## config.mk

```make
export PLATFORM = sky130hd
export DESIGN_NAME = snake_ctrl
export DESIGN_NICKNAME = d
export VERILOG_FILES = /design/src/rtl/snake_pkg.sv /design/src/rtl/snake_tick.sv /design/src/rtl/snake_ctrl.sv
export SDC_FILE = /design/constraint.sdc
export NUM_CORES = 1
export LEC_CHECK = 0
export CORE_AREA = 2 2 76 78
export CTS_BUF_LIST = sky130_fd_sc_hd__clkbuf_2
export CTS_CLUSTER_DIAMETER = 200
export DETAILED_ROUTE_END_ITERATION = 16
export DIE_AREA = 0 0 78 80
export PLACE_DENSITY_LB_ADDON = 0.3
export SYNTH_ARGS = -nofsm -noshare
export SYNTH_HDL_FRONTEND = slang
export SYNTH_SLANG_ARGS = --single-unit
export TNS_END_PERCENT = 5
```

## constraint.sdc

```tcl
create_clock -name clk -period 4.72 [get_ports clk]
set_input_delay 0.472 -clock clk [delete_from_list [all_inputs] [get_ports clk]]
set_output_delay 0.472 -clock clk [all_outputs]
set_load 0.02 [all_outputs]
```

## src/rtl/snake_pkg.sv

```systemverilog
// Shared types and frame constants for the snake animation controller.
// Also holds the frame-sequencing helper that both directions use.
package snake_pkg;

  typedef enum logic [1:0] {
    IDLE  = 2'd0,
    RUN   = 2'd1,
    PAUSE = 2'd2
  } state_t;

  localparam logic [4:0] FRAME_A_FIRST = 5'd1;
  localparam logic [4:0] FRAME_A_LAST  = 5'd5;
  localparam logic [4:0] FRAME_B_FIRST = 5'd11;
  localparam logic [4:0] FRAME_B_LAST  = 5'd15;
  localparam logic [6:0] SEG_BLANK     = 7'b1111111;

  function automatic logic [4:0] first_frame(input logic rev);
    return rev ? FRAME_B_LAST : FRAME_A_FIRST;
  endfunction

  // Walks the two frame runs 1..5 and 11..15 as one ring; anything off the
  // ring restarts at the first frame of the requested direction.
  function automatic logic [4:0] next_frame(input logic [4:0] cur, input logic rev);
    logic [4:0] nxt;
    nxt = first_frame(rev);
    if (!rev) begin
      if (cur == FRAME_A_LAST) begin
        nxt = FRAME_B_FIRST;
      end else if (cur == FRAME_B_LAST) begin
        nxt = FRAME_A_FIRST;
      end else if ((cur >= FRAME_A_FIRST && cur < FRAME_A_LAST) ||
                   (cur >= FRAME_B_FIRST && cur < FRAME_B_LAST)) begin
        nxt = cur + 5'd1;
      end
    end else begin
      if (cur == FRAME_B_FIRST) begin
        nxt = FRAME_A_LAST;
      end else if (cur == FRAME_A_FIRST) begin
        nxt = FRAME_B_LAST;
      end else if ((cur > FRAME_A_FIRST && cur <= FRAME_A_LAST) ||
                   (cur > FRAME_B_FIRST && cur <= FRAME_B_LAST)) begin
        nxt = cur - 5'd1;
      end
    end
    return nxt;
  endfunction

endpackage

```

## src/rtl/snake_tick.sv

```systemverilog
// Step prescaler: tick is asserted while enabled and the count has reached
// (STEP_DIV >> speed) - 1; the count then wraps to zero on that edge.
module snake_tick #(
  parameter int STEP_DIV = 5_000_000
) (
  input  logic       clk,
  input  logic       rst,
  input  logic       en,
  input  logic       clr,
  input  logic [1:0] speed,
  output logic       tick
);

  localparam int CW = $clog2(STEP_DIV);

  logic [CW-1:0] cnt_q, cnt_d, term;

  // >= rather than == so a speed increase past the current count fires at once
  always_comb begin
    term  = CW'((STEP_DIV >> speed) - 1);
    tick  = en && (cnt_q >= term);
    cnt_d = cnt_q;
    if (clr) begin
      cnt_d = '0;
    end else if (en) begin
      cnt_d = tick ? '0 : cnt_q + 1'b1;
    end
  end

  always_ff @(posedge clk) begin
    if (rst) begin
      cnt_q <= '0;
    end else begin
      cnt_q <= cnt_d;
    end
  end

endmodule

```

## src/rtl/snake_ctrl.sv

```systemverilog
// Seven-segment snake animation sequencer: steps a frame address through an
// external pattern ROM and registers the returned segment pattern.
module snake_ctrl
  import snake_pkg::*;
#(
  parameter int STEP_DIV = 5_000_000
) (
  input  logic       clk,
  input  logic       rst,
  input  logic       start,
  input  logic       stop,
  input  logic       hold,
  input  logic       dir,
  input  logic [1:0] speed,
  output logic [4:0] rom_addr,
  input  logic [6:0] rom_data,
  output logic [6:0] seg,
  output logic       dpt,
  output logic       step,
  output logic       busy
);

  state_t     state_q, state_d;
  logic [4:0] addr_q, addr_d;
  logic [6:0] seg_q, seg_d;
  logic       step_q, step_d;
  logic       tick_en, tick_clr, tick;

  // Prescaler runs in PAUSE too once hold drops, so the release edge counts.
  assign tick_en  = (state_q != IDLE) && !hold && !stop;
  assign tick_clr = (state_q == IDLE) || stop;

  snake_tick #(.STEP_DIV(STEP_DIV)) u_tick (
    .clk   (clk),
    .rst   (rst),
    .en    (tick_en),
    .clr   (tick_clr),
    .speed (speed),
    .tick  (tick)
  );

  always_comb begin
    state_d = state_q;
    addr_d  = addr_q;
    step_d  = 1'b0;
    case (state_q)
      IDLE: begin
        addr_d = '0;
        if (start && !stop) begin
          state_d = RUN;
          addr_d  = first_frame(dir);
          step_d  = 1'b1;
        end
      end
      RUN, PAUSE: begin
        if (stop) begin
          state_d = IDLE;
          addr_d  = '0;
        end else begin
          state_d = hold ? PAUSE : RUN;
          if (tick) begin
            addr_d = next_frame(addr_q, dir);
            step_d = 1'b1;
          end
        end
      end
      default: begin
        state_d = IDLE;
        addr_d  = '0;
      end
    endcase
    // Blank on both sides of IDLE so frame 0 never reaches the display.
    seg_d = (state_q == IDLE || state_d == IDLE) ? SEG_BLANK : rom_data;
  end

  always_ff @(posedge clk) begin
    if (rst) begin
      state_q <= IDLE;
      addr_q  <= '0;
      seg_q   <= SEG_BLANK;
      step_q  <= 1'b0;
    end else begin
      state_q <= state_d;
      addr_q  <= addr_d;
      seg_q   <= seg_d;
      step_q  <= step_d;
    end
  end

  assign rom_addr = addr_q;
  assign seg      = seg_q;
  assign step     = step_q;
  assign busy     = (state_q != IDLE);
  assign dpt      = 1'b1;

endmodule

```

==> results.ini <==
[outcome]
outcome = finished, final reports clean

[yosys]
synthFlopType = dfxtp_1
synth.most_common_cell = nor2_1
synth.area.top_cells = dfxtp_1, ha_1, nor2_1
syn_area_um2 = 2620
syn_inst = 315
synth_top_cell_area_share_pct = 29.0
yosysSeqAreaShare_pct = 29.0
synth_top_area_cell = dfxtp_1
yosysWarnings = 0
synth_common_cells = nor2_1, dfxtp_1, ha_1
synth_edf_count = 0
yosysUniqueCellTypes = 51
synth_nets = 364
avgSynthCellArea_um2 = 8.32
synthArstFlopShare_pct = 0
ys_ff_latch = 38

[cells_and_area]
drive_above_1_share_pct = 6.49
nets = 387
fin_area_um2 = 3030
fin_util_pct = 56.0
area_growth_pct = 15.5
n_antenna_cell = 0

[sta]
rsz0062_at_grt = false
hold_viol = 0
worst_pin_slew_ns = 0.790
max_slew_margin_pct = 46.8
finalSetupTns_ns = 0
fmax_ghz = 0.275
slew_viol_final = 0
skew_ns = 0.0156
worst_hold_slack_ns = 0.504
finalCritPeriodShare_pct = 76.9
min_period_ns = 3.63
setup_viol = 0

[global_route]
overflow = 0
grt_pass1_wl_um = 9030
grt_pass1_vias = 2039
grtUsageTotal_pct = 17.7
antenna_found_initial = 0
grt_max_degree = 24

[floorplanning]
io_pins = 30
die_h_um = 80
die_w_um = 78
rows = 27
start_util_pct = 48.5
dieArea_um2 = 6240
coreArea_um2 = 5410

[worst_setup_path]
crit_chain = clkdlybuf4s50_1 -> inv_1 -> ha_1 -> inv_1 -> nand4_1 -> xnor2_1 -> nor2_1 -> ha_1 -> nand2_1 -> nor4_1 -> o211ai_1 -> o211ai_1 -> a2111o_1 -> nor2_1
worst_path_dominant_cell_family = compound AO/OA/AOI/OAI gates
crit_path_start_kind = input port
cpMaxStageDelayCell = a2111o_1
path_buf_inv = 3
worstPathRequired_ns = 4.97
arrival_ns = 3.88
critPathMaxStageDelay_ns = 0.70
worstSetupPathType = input port to flip-flop
end_kind = flip-flop
critPathMaxFanout = 23

[place]
portBuffers = 28
placed_area_um2 = 2930
place.gp.congestion = 0.933
dpl.hpwl_um = 4140

[cts]
clock_latency_ns = 0.38
post-cts-setup-buffer-count = 0
clk_pin_slew_ns = 0.21
cts_tree = yes
clock-sinks = 38
ctsRootBufferMaster = clkbuf_2
cts.path.max_buffers = 2
ctsHoldBuffers = 0
cts_buffers = 5
postCtsResizedCells = 0
h-tree-depth = 2

[power_and_ir_drop]
powerDensity_nw_per_um2 = 239
power_uw = 722
p_leak_nw = 1.14
peakVddDrop_uv = 180

[min_path]
hp-class = flip-flop to flip-flop

[route]
drt_iter0_markers = 81
drc = 0
wl_per_cell_um = 13.0
finalWirelength_um = 5360
vias_per_cell = 5.35
vias = 2197
postRouteAntennaNets = 0
first_pass_iters = 4

[run]
maxCapViolCount = 0

-- sequential cells by signal, summed over array words and instances, names as in the netlist --
register,cells
rom_addr,5
seg,7
state_q,2
step,1
u_tick.cnt_q,23
-- placed cells by master (no fill, tap or decap), drive strengths merged, types with 2 or more instances in the layout --
cell type,instances
o21a,2
ha,34
a41oi,2
inv,15
clkdlybuf4s50,28
and3,4
dfxtp,38
a31oi,2
a21oi,12
xor2,11
nand3b,4
o31a,3
and4,3
o21ai,9
xnor2,14
or2,8
clkbuf,5
nor4,3
bufinv,2
nand2b,8
and2,2
nand3,13
nand2,20
nand4,10
o211ai,6
nor2,47
mux2i,7
a211oi,3
nor3,4
or3,2
-- path summary, 6_finish.rpt --
kind / slack [ns] / cells after the start / endpoint / from
hold reg to reg: 0.50 / 2 / u_tick.cnt_q[1]$_SDFFE_PP0P_ / u_tick.cnt_q[1]$_SDFFE_PP0P_
setup reg to reg: 2.01 / 8 / u_tick.cnt_q[19]$_SDFFE_PP0P_ / state_q[0]$_SDFF_PP0_
hold / removal: 0.50 / 2 / u_tick.cnt_q[1]$_SDFFE_PP0P_ / u_tick.cnt_q[1]$_SDFFE_PP0P_
setup / recovery: 1.09 / 14 / u_tick.cnt_q[19]$_SDFFE_PP0P_ / speed[1]
-- metrics by stage --
| stage | instances | setup slack (ns) |
|---|---|---|
| after detailed placement | 403 | 0.666 |
| after CTS | 411 | 1.11 |
| after global placement | 403 | 0.793 |
| after global routing | 411 | 0.806 |
| after floorplan | 315 | 1.87 |
| final | 411 | 1.09 |
-- report_power, final --
group          switching (mW)  internal [mW]  total (mW)
clock                   0.111          0.144       0.255
sequential             0.0110          0.327       0.338
combinational          0.0701         0.0592       0.129
-- metal layers --
metal / vias to the layer above / track usage [%] / share of wire [%] / routed length [um]
met4: 0 / 5.96 / 1.2 / 66
met1: 1005 / 22.7 / 49 / 2650
met3: 6 / 2.83 / 2.5 / 132
met5: - / 0 / 0 / 0
met2: 37 / 30.3 / 47 / 2510
li1: 1149 / - / - / -
-- logic make-up (layout without fill, tap and decap cells) --
logic type	count (synthesis)	in the layout	share of synthesized area [%]
AOI/OAI and AO/OA	51	51	13.5
xor gates and xnor gates	25	25	8.36
adders and majority gates	34	34	16.2
buffers and inverters	27	51	4.39
DFF	38	38	29.0
muxes	8	8	3.10
other	1	1	0.143
and+or+nand+nor	131	131	25.2
-- layout make-up --
type	instances	area, um^2
clock buffers	5	25.0
clock inverters	3	68.8
fillers	504	2380
inverters	15	56.3
multi-input cells	250	1740
flip-flops and latches	38	761
well taps	72	90.1
repair buffers	28	280
-- worst min-delay path, cell delays in order (launching register included) --
cell and delay (ns):
dfxtp_1 0.38, nand2_1 0.06, a21oi_1 0.06
Note: power is estimated with default switching activity, not from simulation.
